**config.mk**
```make
export PLATFORM = sky130hd
export DESIGN_NAME = tlc_phase_scheduler
export DESIGN_NICKNAME = d
export VERILOG_FILES = /design/src/rtl/tlc_phase_scheduler.sv
export SDC_FILE = /design/constraint.sdc
export NUM_CORES = 1
export LEC_CHECK = 0
export CAP_MARGIN = 20
export CORE_MARGIN = 1
export CORE_UTILIZATION = 30
export CTS_CLUSTER_DIAMETER = 40
export DETAILED_ROUTE_END_ITERATION = 16
export PLACE_DENSITY = 0.58
export SLEW_MARGIN = 5
export SYNTH_ARGS = -nofsm -noshare
export SYNTH_HDL_FRONTEND = slang
export SYNTH_SLANG_ARGS = --single-unit
```
**constraint.sdc**
```tcl
create_clock -name clk -period 4.5 [get_ports clk]
set_input_delay 0.9 -clock clk [delete_from_list [all_inputs] [get_ports clk]]
set_output_delay 0.9 -clock clk [all_outputs]
set_load 0.02 [all_outputs]
```
**src/rtl/tlc_phase_scheduler.sv**
```systemverilog
// Four-approach traffic-light phase scheduler: round-robin green arbitration with
// yellow and all-red clearance, timed in tick pulses. Optional pedestrian walk phase: TLC_PED_EN.
module tlc_phase_scheduler #(
    parameter int TW        = 8,
    parameter int MIN_GREEN = 5,
    parameter int MAX_GREEN = 20,
    parameter int YELLOW_T  = 3,
    parameter int ALLRED_T  = 2,
    parameter int WALK_T    = 8
) (
    input  logic       clk,
    input  logic       reset,
    input  logic       tick,
    input  logic [3:0] req,
`ifdef TLC_PED_EN
    input  logic       ped_req,
    output logic       walk,
`endif
    output logic [7:0] light,
    output logic [3:0] grant,
    output logic [1:0] phase
);

    // State encoding doubles as the phase output code.
    typedef enum logic [1:0] {
        ST_ALLRED = 2'd0,
        ST_GREEN  = 2'd1,
`ifdef TLC_PED_EN
        ST_YELLOW = 2'd2,
        ST_WALK   = 2'd3
`else
        ST_YELLOW = 2'd2
`endif
    } state_t;

    if (MIN_GREEN < 1 || MAX_GREEN < MIN_GREEN || MAX_GREEN >= (1 << TW) ||
        YELLOW_T < 1 || ALLRED_T < 1 || WALK_T < 1) begin : g_bad_params
        $error("tlc_phase_scheduler: illegal timing parameters");
    end

    // Timer value on the tick that completes N ticks in the current state.
    localparam logic [TW-1:0] MIN_LAST    = TW'(MIN_GREEN - 1);
    localparam logic [TW-1:0] MAX_LAST    = TW'(MAX_GREEN - 1);
    localparam logic [TW-1:0] YELLOW_LAST = TW'(YELLOW_T - 1);
    localparam logic [TW-1:0] ALLRED_LAST = TW'(ALLRED_T - 1);
`ifdef TLC_PED_EN
    localparam logic [TW-1:0] WALK_LAST   = TW'(WALK_T - 1);
`endif

    state_t        state_q, state_d;
    logic [1:0]    idx_q, idx_d;
    logic [1:0]    rr_q, rr_d;
    logic [TW-1:0] timer_q, timer_d;
    logic [7:0]    light_q, light_d;
    logic [3:0]    grant_q, grant_d;
    logic [1:0]    phase_q, phase_d;
`ifdef TLC_PED_EN
    logic          ped_q, ped_d;
    logic          walk_q, walk_d;
`endif

    logic [7:0] req_dbl;
    logic [3:0] req_rot;
    logic [1:0] pick_off;
    logic       others_waiting;
    logic       min_done;
    logic       max_done;
    logic       green_yield;

    // Rotate requests so bit 0 is the rr pointer's approach; first set bit wins.
    assign req_dbl = {req, req};
    assign req_rot = req_dbl[rr_q +: 4];

    always_comb begin
        pick_off = 2'd0;
        if (req_rot[0])      pick_off = 2'd0;
        else if (req_rot[1]) pick_off = 2'd1;
        else if (req_rot[2]) pick_off = 2'd2;
        else if (req_rot[3]) pick_off = 2'd3;
    end

    assign others_waiting = |(req & ~(4'b0001 << idx_q));
    assign min_done       = (timer_q >= MIN_LAST);
    assign max_done       = (timer_q >= MAX_LAST);

`ifdef TLC_PED_EN
    assign green_yield = min_done && (ped_q || (others_waiting && (!req[idx_q] || max_done)));
`else
    assign green_yield = min_done && others_waiting && (!req[idx_q] || max_done);
`endif

    always_comb begin
        // NOTE: every _d takes its _q value first, so no path through this block infers a latch.
        state_d = state_q;
        idx_d   = idx_q;
        rr_d    = rr_q;
        case (state_q)
            ST_ALLRED: begin
                if (tick && timer_q >= ALLRED_LAST) begin
`ifdef TLC_PED_EN
                    if (ped_q) begin
                        state_d = ST_WALK;
                    end else
`endif
                    if (|req) begin
                        state_d = ST_GREEN;
                        idx_d   = rr_q + pick_off;
                    end
                end
            end
            ST_GREEN: begin
                if (tick && green_yield) state_d = ST_YELLOW;
            end
            ST_YELLOW: begin
                if (tick && timer_q >= YELLOW_LAST) begin
                    state_d = ST_ALLRED;
                    rr_d    = idx_q + 2'd1;
                end
            end
`ifdef TLC_PED_EN
            ST_WALK: begin
                if (tick && timer_q >= WALK_LAST) state_d = ST_ALLRED;
            end
`endif
            default: state_d = ST_ALLRED;
        endcase

        timer_d = timer_q;
        if (state_d != state_q) timer_d = '0;
        else if (tick && timer_q != '1) timer_d = timer_q + 1'b1;

`ifdef TLC_PED_EN
        ped_d = ped_q;
        if (state_d == ST_WALK && state_q != ST_WALK) ped_d = 1'b0;
        else if (ped_req && state_q != ST_WALK)       ped_d = 1'b1;
        walk_d = (state_d == ST_WALK);
`endif

        // NOTE: outputs decode the next state so the registered lamps switch on the same edge as state_q.
        light_d = 8'h00;
        grant_d = 4'b0000;
        phase_d = state_d;
        if (state_d == ST_GREEN || state_d == ST_YELLOW) grant_d = 4'b0001 << idx_d;
        if (state_d == ST_GREEN)  light_d[{idx_d, 1'b0} +: 2] = 2'b01;
        if (state_d == ST_YELLOW) light_d[{idx_d, 1'b0} +: 2] = 2'b10;
    end

    always_ff @(posedge clk) begin
        if (reset) begin
            state_q <= ST_ALLRED;
            idx_q   <= 2'd0;
            rr_q    <= 2'd0;
            timer_q <= '0;
            light_q <= 8'h00;
            grant_q <= 4'b0000;
            phase_q <= 2'd0;
`ifdef TLC_PED_EN
            ped_q   <= 1'b0;
            walk_q  <= 1'b0;
`endif
        end else begin
            state_q <= state_d;
            idx_q   <= idx_d;
            rr_q    <= rr_d;
            timer_q <= timer_d;
            light_q <= light_d;
            grant_q <= grant_d;
            phase_q <= phase_d;
`ifdef TLC_PED_EN
            ped_q   <= ped_d;
            walk_q  <= walk_d;
`endif
        end
    end

    assign light = light_q;
    assign grant = grant_q;
    assign phase = phase_q;
`ifdef TLC_PED_EN
    assign walk  = walk_q;
`endif

endmodule
```
==> out/qor.csv <==
stage;metric;value;unit
setup_path;Critical R2R Launch;idx_q[1];
power_and_ir_drop;Clk pwr share;29.7;%
floorplan;die outline area;6179;µm²
power_and_ir_drop;Switch Pwr;175.3;µW
setup_path;Crit path largest cell delay;0.57;ns
final_layout;area of the multi-input gates;1141;µm²
power_and_ir_drop;Leakage;0.0008293;µW
power_and_ir_drop;power share of the combinational group;24.3;%
yosys;sequential share of the synthesized area;29.57;%
setup_path;CP Max Fanout;11;
sta;RSZ-0062 raised after global routing;false;
placed_design;placer congestion estimate;0.7792;
setup_path;arrival time at the worst endpoint;3.91;ns
sta;Final TNS setup;0;ns
yosys;Primary FF master, synth;dfxtp_1;
global_routing;initial antenna violation count;0;
drt;1st-pass router iterations;4;
drt;drt wl/cell;12.54;µm
yosys;FF+latch count, synth;26;
setup_path;Worst setup endpoint;light[1];
final_layout;Post-layout nets;248;
sta;Period minus WS final;3.676;ns
clocking;Worst-Skew Late Latency;0.28;ns
sta;Layout Skew;0.005710;ns
global_routing;number of global-route vias before repair;1375;
setup_path;Worst Reg2Reg Path Length in Cells;11;
power_and_ir_drop;Peak VDD IR;0.1176;mV
setup_path;r2r setup slk;1.43;ns
placed_design;DP HPWL;2648;µm
final_layout;FILL cells;587;
clocking;CTS buffer count;3;
placed_design;post-place instance area;2012;µm²
sta;final setup fails;0;
clocking;Setup Fix Bufs, Post-CTS;0;
yosys;mux cell area share after synthesis;9.808;%
yosys;simple-gate share of the synthesized area;31.70;%
power_and_ir_drop;Pwr Total;548.2;µW
yosys;largest family of logic cells by synthesized area;simple AND/OR/NAND/NOR gates;
yosys;area leader, netlist;dfxtp_1;
clocking;TritonCTS clock tree;yes;
drt;via count;1486;
floorplan;boundary pin count;21;
final_layout;Layout Utilization;37.08;%
global_routing;first-pass GRT wire length;6320;µm
floorplan;# rows;27;
yosys;Post-Syn Nets;235;
yosys;Synth Area in Compound Gates;12.01;%
drt;routed wl met2;1574;µm
clocking;post_cts resized;0;
drt;Max Used Layer;met4;
power_and_ir_drop;internal power contribution;372.8;µW
setup_path;crit-path leading delay family;simple AND/OR/NAND/NOR gates;
yosys;Mapped Area;1760;µm²
sta;Fmax achieved;272.1;MHz
flow_run;max_cap viols;0;
clocking;CTS Buffer Depth;2;
clocking;total clock sinks;26;
setup_path;Critical Path Start;req[0];
placed_design;# placed instances;297;
power_and_ir_drop;Pwr per Cell Area;265.2;nW/µm²
power_and_ir_drop;switch share;31.99;%
outcome;result of the run;complete, no violations;
floorplan;Die Wd;78.61;µm
floorplan;Core Area;5574;µm²
setup_path;CP Cell Sequence;clkdlybuf4s50_1, mux4_2, nor3b_1, nor4_2, mux2i_1, inv_1, ha_1, nor2b_1, nand3b_1, nor3_1, mux2i_1, nand2_1;
yosys;XOR/XNOR share of the synthesized area;3.483;%
yosys;top cell type's share of synthesized area;29.57;%
setup_path;WP depth;12;
global_routing;largest net degree at the start of global routing;16;
drt;met1 wire length;2037;µm
yosys;post-synthesis cell type count;45;
final_layout;Layout area overhead;17.41;%
drt;WL met3;113;µm
sta;Tcrit/Tclk final;81.68;%
final_layout;final instance area;2067;µm²
drt;post-route ant nets;0;
setup_path;critical path class;input port to register;
yosys;largest cells by area after synthesis;dfxtp_1, mux2i_1, ha_1;
drt;final routed DRC violation total;0;
power_and_ir_drop;part of the power in registers;46.0;%
final_layout;antenna cell count;0;
drt;DRT iter0 DRCs;105;
sta;Rel. slew slack;46.87;%
setup_path;CP Capture Type;register;
floorplan;Starting Density;31.58;%
global_routing;gr usage total;13.00;%
setup_path;Buf/Inv on CP;2;
final_layout;layout cells sized above 1;7.424;%
setup_path;RR Endpoint;light[1];
drt;routed wire length;3774;µm
floorplan;Die Y;78.61;µm
drt;vias per cell;4.937;
yosys;asr flop ratio synth;0;%
yosys;synthesized netlist cell count;217;
hold_path;worst hold path class;register to register;
clocking;Root Buffer;clkbuf_8;
final_layout;register area;520.5;µm²
setup_path;Critical Path Start Type;input port;
global_routing;total gr overflow;0;
placed_design;IO buf count;20;
setup_path;slowest cell on the critical path;clkdlybuf4s50_1;
clocking;cts hold-fix bufs;0;
sta;Final Hold Fails;0;
setup_path;CP Data Required Time;4.74;ns
final_layout;non-filler cells, final;301;
yosys;number of flops mapped to enable cells by yosys;0;
yosys;Syn Area/Cell;8.113;µm²
yosys;number of synthesis warnings;0;
setup_path;critical path's most frequent cell;mux2i_1;
clocking;Worst-path clk slew;0.10;ns
yosys;Synth Area in Adders;7.818;%
sta;final slew viol count;0;
sta;Worst-Margin Slew;0.7970;ns
clocking;htree depth;1;
-- flip-flops by register name, summed over array words and instances, names as in the netlist --
name	count
grant	4
idx_q	2
light	8
phase	2
rr_q	2
timer_q	8
-- Yosys cell counts (all sizes together) (4+ instances only) --
| cell type | number |
|---|---|
| nor3 | 15 |
| a21oi | 5 |
| or3 | 4 |
| ha | 11 |
| a211oi | 4 |
| xor2 | 4 |
| o21ai | 4 |
| nand2 | 21 |
| buf | 6 |
| mux2i | 15 |
| inv | 10 |
| nand3 | 18 |
| nor2 | 23 |
| clkbuf | 9 |
| nand2b | 6 |
| dfxtp | 26 |
-- per-stage QoR --
step / worst slack (ns) / hold slack, ns
5_1_grt: 0.5647 / 0.5409
3_5_place_dp: 0.5581 / 0.5012
6_report: 0.8243 / 0.5180
4_1_cts: 0.8506 / 0.5160
3_3_place_gp: 0.5825 / 0.4934
2_1_floorplan: 1.219 / 0.4761
-- worst min-delay path by stage --
stage | endpoint | slack [ns] | depth (start not counted) | startpoint
finish | timer_q[6] | 0.52 | 2 | timer_q[6]
detailed placement | timer_q[6] | 0.50 | 2 | timer_q[6]
global route | timer_q[6] | 0.54 | 2 | timer_q[6]
floorplan | timer_q[6] | 0.48 | 2 | timer_q[6]
CTS | timer_q[6] | 0.52 | 2 | timer_q[6]
global placement | timer_q[6] | 0.49 | 2 | timer_q[6]
-- cells in the final DEF (no fill, tap or decap), drive strengths merged, types with 5 or more instances in the layout --
cell and count:
nand2 21, inv 10, nand3 18, nand2b 6, a21oi 5, nor3 15
dfxtp 26, ha 11, clkdlybuf4s50 20, mux2i 15, nor2 23
-- power by group through the flow --
stage	Clock, µW	Sequential (µW)	Combinational (µW)
CTS	165	252	133
floorplan	0	259	91.6
global placement	0	257	131
detailed placement	0	257	132
finish	163	252	133
global route	176	254	148
-- final cells by class --
class / instances / share of cell area [%]
Timing Repair Buffer: 23 / 10.77
Clock buffer: 4 / 2.663
Tap cell: 72 / 4.358
Sequential cell: 26 / 25.18
Inverter: 10 / 1.816
Multi-Input combinational cell: 166 / 55.21
-- tightest hold or removal path, delay by kind of cell (launching register included) --
family / cells / cell delay (ns)
buffers and inverters: 1 / 0.08
DFF: 1 / 0.33
AOI/OAI and AO/OA: 1 / 0.06
-- per-layer routing --
metal	up-vias	global-route usage, %
li1	794	-
met1	667	17.89
met2	21	20.00
met3	4	2.209
met4	0	5.000
met5	-	0
-- cells by family (layout without fill, tap and decap cells) --
group,after synthesis,after routing
AND/OR/NAND/NOR,107,107
flip-flops,26,26
AO/OA/AOI/OAI,25,25
buffers and inverters,25,37
multiplexers,16,16
adder cells (fa/ha/maj),11,11
XOR/XNOR,7,7
Power figures use the tool's default switching activity.
